<file path="src/rtl/branch_resolver_pkg.sv">
// Shared opcodes, funct3 codes and FSM state encoding for the branch resolver.
package branch_resolver_pkg;

    localparam logic [6:0] OP_BRANCH = 7'b1100011;
    localparam logic [6:0] OP_JAL    = 7'b1101111;
    localparam logic [6:0] OP_JALR   = 7'b1100111;
    localparam logic [6:0] OP_NOP    = 7'b0010011;

    localparam logic [2:0] F3_BEQ  = 3'b000;
    localparam logic [2:0] F3_BNE  = 3'b001;
    localparam logic [2:0] F3_BLT  = 3'b100;
    localparam logic [2:0] F3_BGE  = 3'b101;
    localparam logic [2:0] F3_BLTU = 3'b110;
    localparam logic [2:0] F3_BGEU = 3'b111;

    typedef enum logic [2:0] {
        ST_IDLE     = 3'd0,
        ST_READ     = 3'd1,
        ST_RESOLVE  = 3'd2,
        ST_LINK     = 3'd3,
        ST_REDIRECT = 3'd4
    } state_e;

    // True for the three control-transfer opcodes this block handles.
    function automatic logic is_ctrl(input logic [6:0] op);
        return (op == OP_BRANCH) || (op == OP_JAL) || (op == OP_JALR);
    endfunction

endpackage

</file>
<file path="src/rtl/branch_resolver_cmp.sv">
// Combinational branch condition evaluator: taken = f(fun3, a, b).
module branch_cmp
    import branch_resolver_pkg::*;
#(
    parameter int XLEN = 32
) (
    input  logic [2:0]      fun3,
    input  logic [XLEN-1:0] a,
    input  logic [XLEN-1:0] b,
    output logic            taken
);

    // Reserved funct3 codes (010/011) fall through to not-taken.
    always_comb begin
        taken = 1'b0;
        case (fun3)
            F3_BEQ:  taken = (a == b);
            F3_BNE:  taken = (a != b);
            F3_BLT:  taken = ($signed(a) <  $signed(b));
            F3_BGE:  taken = ($signed(a) >= $signed(b));
            F3_BLTU: taken = (a <  b);
            F3_BGEU: taken = (a >= b);
            default: taken = 1'b0;
        endcase
    end

endmodule

</file>
<file path="src/rtl/branch_resolver.sv">
// Resolves BRANCH/JAL/JALR: reads operands, computes the redirect target,
// writes the link register when needed, then pulses get_npc to fetch.
module branch_resolver
    import branch_resolver_pkg::*;
#(
    parameter int XLEN      = 32,
    parameter bit LINK_ZERO = 1'b0
) (
    input  logic            clk,
    input  logic            rst,
    input  logic [6:0]      opcode,
    input  logic [4:0]      rd,
    input  logic [2:0]      fun3,
    input  logic [4:0]      rs1,
    input  logic [4:0]      rs2,
    input  logic [XLEN-1:0] imm,
    input  logic [XLEN-1:0] opc,
    output logic            rf_req,
    output logic [4:0]      rf_ra1,
    output logic [4:0]      rf_ra2,
    input  logic            rf_valid,
    input  logic [XLEN-1:0] rf_rd1,
    input  logic [XLEN-1:0] rf_rd2,
    output logic            wb_en,
    output logic [4:0]      wb_rd,
    output logic [XLEN-1:0] wb_data,
    input  logic            wb_ack,
    output logic [XLEN-1:0] npc,
    output logic            get_npc,
    output logic            busy
);

    localparam logic [XLEN-1:0] FOUR      = XLEN'(4);
    localparam logic [XLEN-1:0] CLR_BIT0  = {{(XLEN-1){1'b1}}, 1'b0};

    state_e          state_q, state_d;
    logic [6:0]      op_q,    op_d;
    logic [4:0]      rd_q,    rd_d;
    logic [2:0]      fun3_q,  fun3_d;
    logic [4:0]      rs1_q,   rs1_d;
    logic [4:0]      rs2_q,   rs2_d;
    logic [XLEN-1:0] imm_q,   imm_d;
    logic [XLEN-1:0] opc_q,   opc_d;
    logic [XLEN-1:0] a_q,     a_d;
    logic [XLEN-1:0] b_q,     b_d;
    logic [XLEN-1:0] npc_q,   npc_d;

    logic            taken;
    logic            need_link;
    logic [XLEN-1:0] link_addr;

    branch_cmp #(.XLEN(XLEN)) u_cmp (
        .fun3  (fun3_q),
        .a     (a_q),
        .b     (b_q),
        .taken (taken)
    );

    assign link_addr = opc_q + FOUR;
    // x0 links are dropped unless the debug override asks for them.
    assign need_link = (op_q != OP_BRANCH) && ((rd_q != 5'd0) || LINK_ZERO);

    // Next-state and datapath latch logic.
    always_comb begin
        state_d = state_q;
        op_d    = op_q;
        rd_d    = rd_q;
        fun3_d  = fun3_q;
        rs1_d   = rs1_q;
        rs2_d   = rs2_q;
        imm_d   = imm_q;
        opc_d   = opc_q;
        a_d     = a_q;
        b_d     = b_q;
        npc_d   = npc_q;
        case (state_q)
            ST_IDLE: begin
                if (is_ctrl(opcode)) begin
                    op_d    = opcode;
                    rd_d    = rd;
                    fun3_d  = fun3;
                    rs1_d   = rs1;
                    rs2_d   = rs2;
                    imm_d   = imm;
                    opc_d   = opc;
                    state_d = (opcode == OP_JAL) ? ST_RESOLVE : ST_READ;
                end
            end
            ST_READ: begin
                if (rf_valid) begin
                    a_d     = rf_rd1;
                    b_d     = rf_rd2;
                    state_d = ST_RESOLVE;
                end
            end
            ST_RESOLVE: begin
                // All adds wrap modulo 2^XLEN; misaligned targets pass through.
                if (op_q == OP_BRANCH)
                    npc_d = taken ? (opc_q + imm_q) : link_addr;
                else if (op_q == OP_JAL)
                    npc_d = opc_q + imm_q;
                else
                    npc_d = (a_q + imm_q) & CLR_BIT0;
                state_d = need_link ? ST_LINK : ST_REDIRECT;
            end
            ST_LINK: begin
                if (wb_ack)
                    state_d = ST_REDIRECT;
            end
            ST_REDIRECT: begin
                state_d = ST_IDLE;
            end
            default: begin
                state_d = ST_IDLE;
            end
        endcase
    end

    // Moore outputs decoded from the registered state; zero outside their state.
    always_comb begin
        rf_req  = 1'b0;
        rf_ra1  = 5'd0;
        rf_ra2  = 5'd0;
        wb_en   = 1'b0;
        wb_rd   = 5'd0;
        wb_data = '0;
        get_npc = 1'b0;
        busy    = (state_q != ST_IDLE);
        npc     = npc_q;
        case (state_q)
            ST_READ: begin
                rf_req = 1'b1;
                rf_ra1 = rs1_q;
                rf_ra2 = (op_q == OP_JALR) ? 5'd0 : rs2_q;
            end
            ST_LINK: begin
                wb_en   = 1'b1;
                wb_rd   = rd_q;
                wb_data = link_addr;
            end
            ST_REDIRECT: begin
                get_npc = 1'b1;
            end
            default: ;
        endcase
    end

    // State and latch registers; synchronous reset clears everything incl. npc.
    always_ff @(posedge clk) begin
        if (rst) begin
            state_q <= ST_IDLE;
            op_q    <= '0;
            rd_q    <= '0;
            fun3_q  <= '0;
            rs1_q   <= '0;
            rs2_q   <= '0;
            imm_q   <= '0;
            opc_q   <= '0;
            a_q     <= '0;
            b_q     <= '0;
            npc_q   <= '0;
        end else begin
            state_q <= state_d;
            op_q    <= op_d;
            rd_q    <= rd_d;
            fun3_q  <= fun3_d;
            rs1_q   <= rs1_d;
            rs2_q   <= rs2_d;
            imm_q   <= imm_d;
            opc_q   <= opc_d;
            a_q     <= a_d;
            b_q     <= b_d;
            npc_q   <= npc_d;
        end
    end

endmodule
</file>
<file path="config.mk">
export PLATFORM = sky130hd
export DESIGN_NAME = branch_resolver
export DESIGN_NICKNAME = d
export VERILOG_FILES = /design/src/rtl/branch_resolver_pkg.sv /design/src/rtl/branch_resolver_cmp.sv /design/src/rtl/branch_resolver.sv
export SDC_FILE = /design/constraint.sdc
export NUM_CORES = 1
export LEC_CHECK = 0
export ABC_AREA = 1
export BUFFER_PORTS_ARGS = -buffer_cell sky130_fd_sc_hd__buf_4
export CORE_MARGIN = 2
export CORE_UTILIZATION = 57
export DETAILED_ROUTE_END_ITERATION = 8
export PLACE_DENSITY_LB_ADDON = 0.25
export SETUP_SLACK_MARGIN = 0.05
export SYNTH_ARGS = -nofsm -noshare
export SYNTH_HDL_FRONTEND = slang
export SYNTH_SLANG_ARGS = --single-unit
</file>
<file path="constraint.sdc">
create_clock -name clk -period 3.3 [get_ports clk]
set_input_delay 0.66 -clock clk [delete_from_list [all_inputs] [get_ports clk]]
set_output_delay 0.66 -clock clk [all_outputs]
set_load 0.02 [all_outputs]
</file>
# After elaboration in Yosys (flattened, before gate mapping)
# Index checks and enable logic that the tools add are counted.
dict set report totals {
  out_inout_bits 83
  ff_bits 188
  input_bits 157
}
dict set report op_classes {
  n_reduce_logical 10
  muxes 18
  magnitude_cmp 4
  eq_ne 21
  add_sub_neg 3
}
# op n
set ops {}
lappend ops {{$mux 32} 4}
lappend ops {{$add 32x32->32} 2}
lappend ops {{$ge 32x32->1} 2}
lappend ops {{$lt 32x32->1} 2}
lappend ops {{$eq 7x7->1 const B} 6}
lappend ops {{$add 32x3->32 const B} 1}
lappend ops {{$eq 32x32->1} 1}
lappend ops {{$ne 32x32->1} 1}
lappend ops {{$mux 5} 4}
lappend ops {{$eq 3x3->1 const B} 5}
lappend ops {{$mux 3} 4}
lappend ops {{$pmux 3 s4} 1}
lappend ops {{$ne 7x7->1 const B} 1}
lappend ops {{$eq 3x1->1 const B} 2}
lappend ops {{$eq 3x2->1 const B} 2}
lappend ops {{$logic_not 3->1} 2}
lappend ops {{$ne 2x2->1 const B} 3}
lappend ops {{$pmux 1 s6} 1}
lappend ops {{$reduce_bool 5->1} 1}
lappend ops {{$reduce_and 2->1} 2}
lappend ops {{$mux 1} 3}
lappend ops {{$reduce_and 3->1} 1}
lappend ops {{$reduce_bool 3->1} 1}
lappend ops {{$logic_or 1x1->1} 2}
lappend ops {{2 further kinds} 2}

# Logic depth before layout (Yosys ltp)
# Gate-level depths: netlist (run 1).
dict set report logic_depth {
  word_depth 5
  depth_mapped 22
  depth_no_buf 22
}

# By module
# Synthesis (run 1) repeated with hierarchy kept, for this count alone.
dict set report hier_totals {
  cells_unflattened 2334
  area_unflattened_um2 14034.7
}
# module seq_area_each_um2 cells_per_inst instances area_each_um2
set modules_own_cells {}
lappend modules_own_cells {branch_resolver 3763.6 2162 1 13018.7}
lappend modules_own_cells {branch_cmp 0.0 172 1 1016.0}

# Worst setup path before layout (run 1)
# Ideal clock, no wire load.
dict set report synth_path {
  path_type {register to output}
  startpoint {reg opc_q[2]}
  endpoint {out wb_data[22]}
  path_slack_ps 699
  required_time_ps 2640
  t_arrival_ps 1941
  stages_incl_launch_ff 11
  path_buffers 0
  cell_sequence {dfxtp_1 > ha_1 > nand3_1 > nor3_2 > nand3_1 > nor2_1 > inv_1 > nor2_1 > nand3_1 > xor2_1 > nor2_1}
}
dict set report synth_between {
  elab_chain_cells 2
}
# item line_no
set synth_lines {}
lappend synth_lines {{start, declared} branch_resolver.sv:43} ;# logic [XLEN-1:0] opc_q, opc_d;
lappend synth_lines {{start signal, assigned} branch_resolver.sv:170} ;# opc_q <= opc_d;
lappend synth_lines {{$add 32x3->32} branch_resolver.sv:59} ;# assign link_addr = opc_q + FOUR;
lappend synth_lines {{$mux 32} branch_resolver.sv:130} ;# case (state_q)
lappend synth_lines {{end, declared} branch_resolver.sv:26} ;# output logic [XLEN-1:0] wb_data,
# No other way between the ends.

# Worst setup path in the final report (run 1)
dict set report layout_path {
  startpoint {reg opc_q[17]}
  endpoint {out wb_data[27]}
}
# The elaborated chain is that of the path after synthesis.

==> results.txt, run 1 <==
- The flow ran to the end, and the final reports show no timing, DRC or antenna violations.
- Worst Setup End Kind: output pin
- Dividing the detail-routed via count by the number of cells gives 6.02.
- For this run, design rule violations remaining after detail routing come to 0.
* DRT Wirelength: 49,700 um
* Number of flip-flops and latches in the synthesized netlist: 188
* Most frequent cells in the layout: sky130_fd_sc_hd__nand2_1 (353), sky130_fd_sc_hd__buf_4 (273), sky130_fd_sc_hd__nor2_1 (259), sky130_fd_sc_hd__a21oi_1 (221), sky130_fd_sc_hd__inv_1 (218)
- Post-Syn Nets: 2,303
- Final setup skew: 0.0138 ns
- The core region is 22,700 sq um.
* Filler cells: 1,888
- Initial antenna violation count: 0
- The H-tree generated during clock tree synthesis spans 4 levels.
- Post-synth ARST share: 0%
* Vias in the first global route: 13,857
- In the final layout, the share of cells above drive strength 1 is 16.0%.
- Buffer levels on the longest clock path: 2
- RSZ-0062 raised after global routing: yes
- Syn_area_per_cell: 6.44 sq um
- Number of flops mapped to enable cells by yosys: 0
* Post-detailed-route count of antenna-violating nets: 0
* Worst hold slack after final layout: 0.446 ns
- Latest clock arrival within the worst-skew pair: 0.46 ns
- The floorplan has 55 rows.
- After clock tree synthesis, the clock-pin slew on the worst setup and hold paths is 0.09 ns.
* Most common cell after layout, fill and taps aside: sky130_fd_sc_hd__nand2_1
- Slew margin rel.: 41.4%
- TritonCTS clock tree: yes
- Number of cells traversed by the worst register-to-register path: 20
* Maximum number of pins on one net before global-route repair: 85
- Area share of the leading cell type in the synthesized netlist: 28.5%
- The sequential cells in the finished layout cover a total of 3770 sq um.
* Count of different cell masters after synthesis: 48
- Top_reg_cell synth: sky130_fd_sc_hd__dfxtp_1
- Crit path arrival time: 2.56 ns
* Required @ worst endpoint: 2.64 ns
- Netlist area before placement: 13,200 sq um
- The final route contains 15,386 vias.
* Area taken by multi-input logic gates: 8390 sq um
- Min-Delay Path Depth: 3
- I/O Buffers: 239
- The net count of the finished layout is 2,511.
* Synth warn: 0
- Subtracting the final worst setup slack from the clock period gives 3.22 ns.
- Worst min-delay path class: input port to flip-flop
- The die is 156 um wide.
* Largest area contributor in the synthesized netlist: sky130_fd_sc_hd__dfxtp_1
* Routability congestion estimate from global placement: 1.02
* Die area: 24,400 sq um
- Clock Sinks: 188
* Largest vdd supply drop: 341 uV
- Number of setup violations in the final report: 0
- Cell leakage power: 7.16 nW
- Hold Fails Final Rpt: 0
- By area the synthesized netlist is led by sky130_fd_sc_hd__dfxtp_1 (28%), sky130_fd_sc_hd__nand2_1 (10%), sky130_fd_sc_hd__ha_1 (8.9%).
- In this run the clock root is driven by a sky130_fd_sc_hd__clkbuf_16.
* Average routed wire per standard cell: 19.5 um
* Cell count after synthesis: 2,050
- In this run the worst path has a maximum fanout of 5.
- The worst setup path is launched from a flip-flop.
- R2R Setup Slk: 0.37 ns
- Overflow after GRT: 0
- For the pin with the worst max-slew slack, the measured transition is 0.878 ns.
- DR pass1 iterations: 6
- Number of DRC violations after detailed-routing iteration 0: 1,659
* Initial core utilization: 58.2%
- PD cells: 359 nW/um^2
- Derived from the worst setup path, the maximum achievable clock frequency is 0.311 GHz.
- The number of antenna diodes in the final layout is 0.
* Max Cap Viol: 0
- Final HPWL DP: 38,900 um
- First-pass GRT wire length: 74,300 um
- After routing, the total negative slack on setup checks comes to 0 ns.
- Share of synthesized area occupied by flip-flops and latches: 28.5%
* Synthesis-to-finish area growth: 21.7%
* Fraction of the cycle the final worst path needs: 97.6%
- The floorplan step set the die height to 156 um.
- 240 I/O pins were placed.
* All-layer global routing usage: 39.3%
* Fin. max-slew vios: 0
* Cts bufs inserted: 17
- Critical Setup Path Class: flip-flop to output pin
Yosys cell counts, types with 5 or more instances:
| library cell | count |
|---|---|
| sky130_fd_sc_hd__nand3b_1 | 9 |
| sky130_fd_sc_hd__o21ai_1 | 8 |
| sky130_fd_sc_hd__o21ai_0 | 212 |
| sky130_fd_sc_hd__nor2_1 | 265 |
| sky130_fd_sc_hd__buf_2 | 5 |
| sky130_fd_sc_hd__xor2_1 | 34 |
| sky130_fd_sc_hd__nand3_1 | 187 |
| sky130_fd_sc_hd__nor3_1 | 23 |
| sky130_fd_sc_hd__o211ai_1 | 6 |
| sky130_fd_sc_hd__nand2_2 | 5 |
| sky130_fd_sc_hd__a21o_1 | 9 |
| sky130_fd_sc_hd__buf_1 | 6 |
| sky130_fd_sc_hd__ha_1 | 94 |
| sky130_fd_sc_hd__nor4_1 | 13 |
| sky130_fd_sc_hd__xnor2_1 | 18 |
| sky130_fd_sc_hd__a31oi_1 | 5 |
| sky130_fd_sc_hd__or2_2 | 7 |
| sky130_fd_sc_hd__o221ai_1 | 5 |
| sky130_fd_sc_hd__nand2_1 | 355 |
| sky130_fd_sc_hd__clkbuf_1 | 71 |
| sky130_fd_sc_hd__inv_1 | 219 |
| sky130_fd_sc_hd__o21a_1 | 14 |
| sky130_fd_sc_hd__nand4_1 | 26 |
| sky130_fd_sc_hd__dfxtp_1 | 188 |
| sky130_fd_sc_hd__a21boi_0 | 5 |
| sky130_fd_sc_hd__a21oi_1 | 221 |
final timing paths:
kind / startpoint / to
setup reg to reg: imm_q[0] / npc[28]
hold reg to reg: rs1_q[2] / rs1_q[2]
hold / removal: rs2[0] / rs2_q[0]
setup / recovery: opc_q[17] / wb_data[27]
cells by family after synthesis:
family                     Yosys count  synth area share, %
DFF                                188                 28.5
xor gates and xnor gates            52                 3.45
buffers and inverters              308                 8.97
and+or+nand+nor                    906                 29.7
adders and majority gates           96                 9.21
AOI/OAI and AO/OA                  500                 20.1
metrics by stage:
step                      cell area (sq um)  setup slack (ns)  power (mW)  util [%]  instances
after global routing                  16100            0.0127        5.95      70.8       2556
after global placement                15300             0.374        3.45      67.4       2522
after detailed placement              15300             0.392        3.47      67.4       2522
after floorplan                       13200             0.699        3.11         -       2050
final                                 16100            0.0798        5.76      70.8       2556
after CTS                             16000            0.0690        5.73      70.4       2555
layout make-up:
class                           count  share of cell area [%]
Timing Repair Buffer              274                    12.9
Inverter                          223                    5.22
Clock buffer                       17                    2.65
Clock inverter                     15                    1.40
Multi-Input combinational cell   1554                    52.2
Sequential cell                   188                    23.5
Tap cell                          285                    2.22
routing by layer:
| layer | GRT usage, % | part of all wire (%) |
|---|---|---|
| met1 | 52.6 | 42 |
| met2 | 62.8 | 45 |
| met3 | 6.78 | 9.0 |
| met4 | 16.2 | 4.1 |
| met5 | 0 | 0 |
sequential cells by signal, summed over array words and instances, names as in the netlist:
signal	count
a_q	32
b_q	32
imm_q	32
npc	32
opc_q	32
op_q	7
rd_q	5
rs1_q	5
rs2_q	5
fun3_q	3
state_q	3
what timing repair did:
action	4_1_cts	5_1_grt
pin swaps	1	3
hold buffers	0	0
buffers inserted	1	1
endpoints found under the setup margin	7	9
resized for setup	7	16
power by group:
| group | switching (mW) | total (mW) | internal (mW) |
|---|---|---|---|
| Combinational | 0.699 | 1.11 | 0.406 |
| Sequential | 0.0407 | 2.35 | 2.31 |
| Clock | 1.18 | 2.31 | 1.13 |
| Total | 1.92 | 5.76 | 3.85 |
critical path, cell delays in order (launching register included):
cell,delay (ns)
sky130_fd_sc_hd__dfxtp_1,0.43
sky130_fd_sc_hd__nand2_1,0.16
sky130_fd_sc_hd__nor2_1,0.21
sky130_fd_sc_hd__nand2_1,0.10
sky130_fd_sc_hd__nor4_2,0.34
sky130_fd_sc_hd__nand4_1,0.25
sky130_fd_sc_hd__xor2_1,0.38
sky130_fd_sc_hd__nor2_1,0.07
sky130_fd_sc_hd__buf_4,0.17
No activity file was read; power rests on OpenSTA's default activity.
==> run 2, diff against run 1 <==
--- a/config.mk
+++ b/config.mk
@@ -7,8 +7,10 @@
 export LEC_CHECK = 0
 export ABC_AREA = 1
 export BUFFER_PORTS_ARGS = -buffer_cell sky130_fd_sc_hd__buf_4
+export CAP_MARGIN = 20
 export CORE_MARGIN = 2
-export CORE_UTILIZATION = 57
+export CORE_UTILIZATION = 59
+export CTS_BUF_LIST = sky130_fd_sc_hd__clkbuf_8
 export DETAILED_ROUTE_END_ITERATION = 8
 export PLACE_DENSITY_LB_ADDON = 0.25
 export SETUP_SLACK_MARGIN = 0.05
==> run 2 against run 1 <==
  * Count of clock-buffer cells in the layout unchanged
  * Setup slack gained 0.0085 ns
  * Maximum frequency increased by 0.27%
  * Via count down 0.89%
  * Sequential share of layout area is 0.43 points higher
  * Sequential cell count is the same
  * First-iteration DRC count increased by 6.5%
  * Largest power group unchanged
  * Non-clock buffer count shrank 8
  * Hold slack worse by 0.043 ns
  * Clock skew is 0.0096 ns higher
  * Final area fell by 1.7%
  * Total power fell by 11%
==> results.txt, run 2 (same netlist as run 1, synthesis figures left out) <==
- The largest stage delay on the critical path was 0.41 ns (was 0.43 ns).
- Cts bufs inserted: 17 (unchanged)
- The total via count in the routed design is 15,249 (was 15,386).
* Number of DRC violations after detailed-routing iteration 0: 1,767 (was 1,659)
- Die extent in x: 154 um (was 156 um)
- The master cell of the clock root buffer is sky130_fd_sc_hd__clkbuf_8 (was sky130_fd_sc_hd__clkbuf_16).
* Fin. max-slew vios: 0 (unchanged)
- The timing-limited maximum frequency was 0.311 GHz (about the same).
- The final layout net count came to 2,503 (was 2,511).
* Initial antenna violation count: 0 (unchanged)
- Crit path arrival time: 2.55 ns (was 2.56 ns)
- The filler cell count is 1,787 (was 1,888).
* H-tree level count: 4 (unchanged)
* Top-level I/O count: 240 (unchanged)
- Remaining DRCs: 0 (unchanged)
* Post-cts hold buffer count: 0 (unchanged)
- The total power density per cell area was 326 nW/um^2 (was 359 nW/um^2).
* Required @ worst endpoint: 2.64 ns (about the same)
* Proportion of layout cells with a drive suffix above 1: 15.8% (was 16.0%)
- Crit-path cells: inv_1, nor4_1, buf_4, nand2_1, nor2_2, nand4_1, xor2_2, nor2_1, buf_4 (was nand2_1, nor2_1, nand2_1, nor4_2, nand4_1, xor2_1, nor2_1, buf_4)
* Standard-cell rows: 54 (was 55)
- The startpoint type of the worst setup path was a flip-flop (unchanged).
- The count of max-cap constraint violations came to 0 (unchanged).
- Buffer levels on the longest clock path: 2 (unchanged)
- The final clock period utilization by the worst path came to 97.3% (was 97.6%).
* Slew @ Worst Pin: 0.852 ns (was 0.878 ns)
* Summed area of non-filler cells in the final layout: 15,800 sq um (was 16,100 sq um)
* Placed standard-cell area: 15,200 sq um (was 15,300 sq um)
* I/O Buffers: 239 (unchanged)
* Average routed wire per standard cell: 18.8 um (was 19.5 um)
* Maximum number of pins on one net before global-route repair: 98 (was 85)
- The maximum fanout along the worst path is 5 (unchanged).
* Cell leakage power: 7.02 nW (was 7.16 nW)
* Worst hold slack after final layout: 0.402 ns (was 0.446 ns)
- The final critical-path required period was 3.21 ns (was 3.22 ns).
* Outcome: finished, final reports clean (unchanged)
* Chip Height: 154 um (was 156 um)
- The remaining global-route overflow was 0 (unchanged).
- Register share of total power: 45.7% (was 40.8%)
- The maximum ir drop on the vdd rail is 286 uV (was 341 uV).
- The number of clock sinks is 188 (unchanged).
- The kind of cell adding the most delay to the critical path is simple AND/OR/NAND/NOR gates (unchanged).
* Routability congestion estimate from global placement: 1.06 (was 1.02)
- The classification of the worst-slack hold path is input port to flip-flop (unchanged).
* PnR Total Power: 5.15 mW (was 5.76 mW)
- Worst Setup End Kind: output pin (unchanged)
- Average via count per standard cell: 6.00 (was 6.02)
- Share of total power consumed by net switching: 35.8% (was 33.2%)
- Slowest cell on the critical path: sky130_fd_sc_hd__dfxtp_1 (unchanged)
* Pint: 3.31 mW (was 3.85 mW)
- Switching power: 1.84 mW (was 1.92 mW)
- The part of the power in the clock network is 32.4% (was 40.1%).
* Slew margin rel.: 43.2% (was 41.4%)
* All-layer global routing usage: 38.9% (was 39.3%)
- The final hold violation count came to 0 (unchanged).
- RSZ-0062 raised after global routing: yes (unchanged)
- The floorplan die area was 23,600 sq um (was 24,400 sq um).
- Post-detailed-route count of antenna-violating nets: 0 (unchanged)
- The most common cell after layout, fill and taps aside is sky130_fd_sc_hd__nand2_1 (unchanged).
- The CTS tree is yes (unchanged).
- The initial core utilization came to 60.3% (was 58.2%).
* DR pass1 iterations: 7 (was 6)
- The setup skew after layout came to 0.0233 ns (was 0.0138 ns).
- DRT Wirelength: 47,700 um (was 49,700 um)
- Number of setup violations in the final report: 0 (unchanged)
- In this design, the critical path's most frequently occurring cell is sky130_fd_sc_hd__buf_4.
* First-pass GRT wire length: 73,100 um (was 74,300 um)
* Final HPWL DP: 37,300 um (was 38,900 um)
* Latest clock arrival within the worst-skew pair: 0.51 ns (was 0.46 ns)
- Vias in the first global route: 13,996 (was 13,857)
- Most frequent cells in the layout: sky130_fd_sc_hd__nand2_1 (352), sky130_fd_sc_hd__buf_4 (265), sky130_fd_sc_hd__nor2_1 (261), sky130_fd_sc_hd__a21oi_1 (221), sky130_fd_sc_hd__inv_1 (218) (was sky130_fd_sc_hd__nand2_1 (353), sky130_fd_sc_hd__buf_4 (273), sky130_fd_sc_hd__nor2_1 (259), sky130_fd_sc_hd__a21oi_1 (221), sky130_fd_sc_hd__inv_1 (218))
- Total Neg Setup Slack: 0 ns (unchanged)
- Antenna Diode Count: 0 (unchanged)
- Post-CTS clock slew at the launch and capture registers of the worst setup and hold paths: 0.12 ns (was 0.09 ns)
* Portion of total power attributed to combinational logic: 21.9% (was 19.2%)
- The utilization after layout came to 72.1% (was 70.8%).
* Synthesis-to-finish area growth: 19.5% (was 21.7%)
- The number of buffers and inverters on the critical path is 3 (was 1).
* Critical Setup Path Class: flip-flop to output pin (unchanged)
- Core Area: 21,900 sq um (was 22,700 sq um)
## run 2: cell types whose count changed in the layout (fill, tap and decap cells not counted), sizes merged
cell,change
buf,-8
bufinv,-1
clkinv,+2
clkinvlp,+1
inv,-2
## run 2: final timing paths
check             slack (ns)          end  depth (start not counted)      start
hold reg to reg         0.46      op_q[4]                          2    op_q[4]
setup / recovery        0.09  wb_data[30]                          9  opc_q[11]
hold / removal          0.40    fun3_q[0]                          3    fun3[0]
setup reg to reg        0.32       npc[2]                         13    a_q[21]
## run 2: power groups by stage
stage          logic [mW]  registers [mW]  clock network [mW]
2_1_floorplan       0.724            2.38                   0
3_3_place_gp         1.08            2.40                   0
3_5_place_dp         1.10            2.40                   0
4_1_cts              1.10            2.35                1.66
5_1_grt              1.23            2.35                1.74
6_report             1.13            2.35                1.67
## run 2: worst register-to-register path, cell delays in order (launching register included)
cell	delay (ns)
sky130_fd_sc_hd__dfxtp_1	0.36
sky130_fd_sc_hd__ha_1	0.32
sky130_fd_sc_hd__a21oi_1	0.18
sky130_fd_sc_hd__o21a_1	0.17
sky130_fd_sc_hd__nand2_1	0.08
sky130_fd_sc_hd__a21oi_2	0.28
sky130_fd_sc_hd__nand3_1	0.14
sky130_fd_sc_hd__nand2_1	0.11
sky130_fd_sc_hd__nand3_1	0.11
sky130_fd_sc_hd__nor2_4	0.49
sky130_fd_sc_hd__buf_4	0.28
sky130_fd_sc_hd__nand3_1	0.15
sky130_fd_sc_hd__nand3_1	0.12
sky130_fd_sc_hd__a21oi_1	0.06
## run 2: timing repair
item,4_1_cts,5_1_grt
endpoints found under the hold margin,0,0
resized for setup,6,22
endpoints found under the setup margin,7,15
pin swaps,1,2
setup buffers,1,2
## run 2: stage by stage
step | instances | worst slack (ns)
5_1_grt | 2543 | 0.0195
3_5_place_dp | 2508 | 0.424
6_report | 2543 | 0.0883
4_1_cts | 2541 | 0.0415
2_1_floorplan | 2050 | 0.699
3_3_place_gp | 2508 | 0.464
## run 2: layout make-up
class,count,area [sq um],share of cell area (%)
clock buffer,17,234,1.48
clock inverter,15,194,1.23
inverter,223,838,5.31
multi-input combinational,1554,8390,53.2
sequential,188,3770,23.9
tap,280,350,2.22
timing repair buffer,266,2010,12.7
## run 2: per-layer routing
layer	routed length (um)	vias to the layer above	GRT usage [%]	part of all wire, %
li1	-	7250	-	-
met1	19100	6975	50.5	40
met2	21100	854	61.2	44
met3	4670	170	7.30	9.8
met4	2850	0	21.0	6.0
met5	0	-	0	0
==> run 3, diff against run 2 <==
--- a/config.mk
+++ b/config.mk
@@ -6,7 +6,7 @@
 export NUM_CORES = 1
 export LEC_CHECK = 0
 export ABC_AREA = 1
-export BUFFER_PORTS_ARGS = -buffer_cell sky130_fd_sc_hd__buf_4
+export BUFFER_PORTS_ARGS = -buffer_cell sky130_fd_sc_hd__buf_2
 export CAP_MARGIN = 20
 export CORE_MARGIN = 2
 export CORE_UTILIZATION = 59
==> run 3 against run 2 <==
  * Setup slack got worse by 0.061 ns
  * Final area is 3.7% lower
  * Clock skew shrank 0.0017 ns
  * Wire length down 5.8%
  * Hold slack got worse by 0.0073 ns
  * Count of clock-buffer cells in the layout unchanged
  * Critical path type unchanged
  * Largest power group unchanged
==> results.txt, run 3 (same netlist as run 1, synthesis figures left out) <==
- The terminus of the critical flop-to-flop path was npc[30] (was npc[2]).
- The most common cell after layout, fill and taps aside is sky130_fd_sc_hd__nand2_1 (unchanged).
- The cell area reported after detailed placement is 14,700 sq um (was 15,200 sq um).
- The setup slack after layout is 0.0268 ns (was 0.0883 ns).
- First-pass GRT wire length: 70,200 um (was 73,100 um)
- The final number of setup-violating endpoints came to 0 (unchanged).
* Core Area: 21,900 sq um (unchanged)
- Overflow after GRT: 0 (unchanged)
* Worst Setup End Kind: output pin (unchanged)
- DRT Wirelength: 45,000 um (was 47,700 um)
- Most frequent cells in the layout: sky130_fd_sc_hd__nand2_1 (353), sky130_fd_sc_hd__nor2_1 (260), sky130_fd_sc_hd__buf_2 (239), sky130_fd_sc_hd__a21oi_1 (221), sky130_fd_sc_hd__inv_1 (217) (was sky130_fd_sc_hd__nand2_1 (352), sky130_fd_sc_hd__buf_4 (265), sky130_fd_sc_hd__nor2_1 (261), sky130_fd_sc_hd__a21oi_1 (221), sky130_fd_sc_hd__inv_1 (218))
- Met2 global-route usage: 57.3% (was 61.2%)
* Final setup skew: 0.0216 ns (was 0.0233 ns)
- The reg-to-reg setup timing slack came to 0.36 ns (was 0.32 ns).
* Routability congestion estimate from global placement: 1.03 (was 1.06)
* GR Util met1: 50.6% (was 50.5%)
- The first-pass detailed-route iteration total is 7 (unchanged).
- Number of cells traversed by the worst register-to-register path: 18 (was 13)
- The antenna diode count is 0 (unchanged).
- The critical path startpoint is opc_q[10] (was opc_q[11]).
- The number of rows created at floorplan was 54 (unchanged).
- Buffer levels on the longest clock path: 2 (unchanged)
- The total via count in the routed design is 14,727 (was 15,249).
* Vias in the first global route: 13,549 (was 13,996)
- The die boundary height is 154 um (unchanged).
- Total Neg Setup Slack: 0 ns (unchanged)
- Slew @ Worst Pin: 0.849 ns (was 0.852 ns)
- Largest vdd supply drop: 275 uV (was 286 uV)
- The clock insertion delay at the later pin of the skew report was 0.51 ns (about the same).
- The static leakage came to 6.91 nW (was 7.02 nW).
* Required @ worst endpoint: 2.64 ns (about the same)
* Summed area of non-filler cells in the final layout: 15,200 sq um (was 15,800 sq um)
- Average via count per standard cell: 5.79 (was 6.00)
- PnR Total Power: 5.17 mW (was 5.15 mW)
- The most used routing layer was met2 (unchanged).
- Outcome: finished, final reports clean (unchanged).
* TritonCTS clock tree: yes (unchanged)
- The total power density per cell area came to 340 nW/um^2 (was 326 nW/um^2).
- The number of clock buffers inserted by TritonCTS is 17 (unchanged).
- Initial antenna violation count: 0 (unchanged)
- Proportion of layout cells with a drive suffix above 1: 15.6% (was 15.8%)
- All-layer global routing usage: 37.0% (was 38.9%)
* Hold Fails Final Rpt: 0 (unchanged)
* Maximum number of pins on one net before global-route repair: 114 (was 98)
- Crit path time final: 3.27 ns (was 3.21 ns)
* Slew margin rel.: 43.4% (was 43.2%)
- Startpoint types: flip-flop (unchanged)
- The DRC violation total after the first TritonRoute iteration is 1,404 (was 1,767).
- The met3 track demand over resource was 5.52% (was 7.30%).
- The remaining routing DRC violations came to 0 (unchanged).
- The mean routed wirelength per cell came to 17.7 um (was 18.8 um).
* Reg-to-Reg Start: imm_q[0] (was a_q[21])
- The floorplan die area was 23,600 sq um (unchanged).
* Crit Path Max Fanout: 4 (was 5)
* RSZ-0062 raised after global routing: yes (unchanged)
* FMAX: 0.306 GHz (was 0.311 GHz)
* End of the worst hold path: opc_q[21] (was fun3_q[0])
* Worst min-delay path startpoint: opc[21] (was fun3[0])
- The final count of pins violating max slew came to 0 (unchanged).
* Final HPWL DP: 35,200 um (was 37,300 um)
- Die extent in x: 154 um (unchanged)
- Worst min-delay path class: input port to flip-flop (unchanged)
- The filler cell count came to 2,003 (was 1,787).
- Final standard cell utilization of the core: 69.5% (was 72.1%)
* Initial core utilization: 60.3% (unchanged)
* H-tree level count: 4 (unchanged)
- The pre-CTS worst setup slack was 0.370 ns (was 0.424 ns).
- Clock Sinks: 188 (unchanged)
* Number of nets in the layout: 2,503 (unchanged)
- Synthesis-to-finish area growth: 15.2% (was 19.5%)
- Max Cap Viol: 0 (unchanged)
* Post-CTS clock slew at the launch and capture registers of the worst setup and hold paths: 0.13 ns (was 0.12 ns)
- Fraction of the cycle the final worst path needs: 99.2% (was 97.3%)
* Post-detailed-route count of antenna-violating nets: 0 (unchanged)
* Clk root buf: sky130_fd_sc_hd__clkbuf_8 (unchanged)
- Top-level I/O count: 240 (unchanged)
- Crit path arrival time: 2.61 ns (was 2.55 ns)
- The number of port buffers came to 239 (unchanged).
- Critical Setup Path Class: flip-flop to output pin (unchanged)
- The hold path depth is 3 (unchanged).
[run 3: changes by cell type in the layout (fill, tap and decap cells not counted), moves of 2 or more]
| cell | previous run | this run |
|---|---|---|
| sky130_fd_sc_hd__buf_2 | 0 | 239 |
| sky130_fd_sc_hd__buf_4 | 265 | 25 |
| sky130_fd_sc_hd__clkinv_8 | 6 | 2 |
| sky130_fd_sc_hd__dfxtp_1 | 183 | 186 |
| sky130_fd_sc_hd__dfxtp_2 | 4 | 2 |
| sky130_fd_sc_hd__inv_12 | 2 | 5 |
| sky130_fd_sc_hd__inv_6 | 1 | 3 |
| sky130_fd_sc_hd__nand3_2 | 2 | 0 |
| sky130_fd_sc_hd__nand3_4 | 1 | 3 |
| sky130_fd_sc_hd__nor4_2 | 6 | 3 |
| sky130_fd_sc_hd__nor4_4 | 1 | 3 |
[run 3: final cells by class]
type	count	area (sq um)	share of cell area, %
Multi-Input combinational cell	1554	8410	55.3
Sequential cell	188	3770	24.8
Timing Repair Buffer	266	1420	9.36
Inverter	223	838	5.51
Tap cell	280	350	2.30
Clock buffer	17	234	1.54
Clock inverter	15	194	1.27
[run 3: worst max-delay path, stage by stage (launching register included)]
cell and delay [ns]:
sky130_fd_sc_hd__dfxtp_1 0.41, sky130_fd_sc_hd__inv_1 0.13, sky130_fd_sc_hd__nor4_1 0.35, sky130_fd_sc_hd__buf_4 0.21
sky130_fd_sc_hd__nand2_1 0.08, sky130_fd_sc_hd__nor2_2 0.25, sky130_fd_sc_hd__nand4_1 0.20, sky130_fd_sc_hd__xor2_2 0.22
sky130_fd_sc_hd__nor2_1 0.09, sky130_fd_sc_hd__buf_2 0.16
[run 3: where the power goes]
group          leakage, nW  internal [mW]  switching (mW)
clock                0.214          0.612            1.11
combinational         5.18          0.373           0.726
sequential            1.52           2.31          0.0420
total                 6.91           3.29            1.87
[run 3: routing by layer]
metal / part of all wire [%] / wire (um)
met1: 43 / 19100
met3: 8.6 / 3890
met4: 4.8 / 2160
met5: 0 / 0
met2: 44 / 19800
[run 3: worst max path at each step]
stage	to	slack [ns]	cells past startpoint
2_1_floorplan	wb_data[22]	0.70	10
3_3_place_gp	npc[30]	0.47	18
3_5_place_dp	npc[30]	0.37	18
4_1_cts	wb_data[22]	0.03	11
5_1_grt	wb_data[30]	-0.006	9
6_report	wb_data[30]	0.03	9
[run 3: per-stage QoR]
stage	hold slack [ns]	cells
floorplan	0.420	2050
global placement	0.428	2510
detailed placement	0.440	2510
CTS	0.386	2542
global route	0.404	2543
finish	0.395	2543
[run 3: timing repair]
| action | in CTS | in global routing |
|---|---|---|
| setup buffers | 0 | 1 |
| gates cloned | 0 | 0 |
| endpoints found under the setup margin | 4 | 12 |
| hold buffers | 0 | 0 |
| resized for setup | 4 | 23 |
| pin swaps | 0 | 1 |
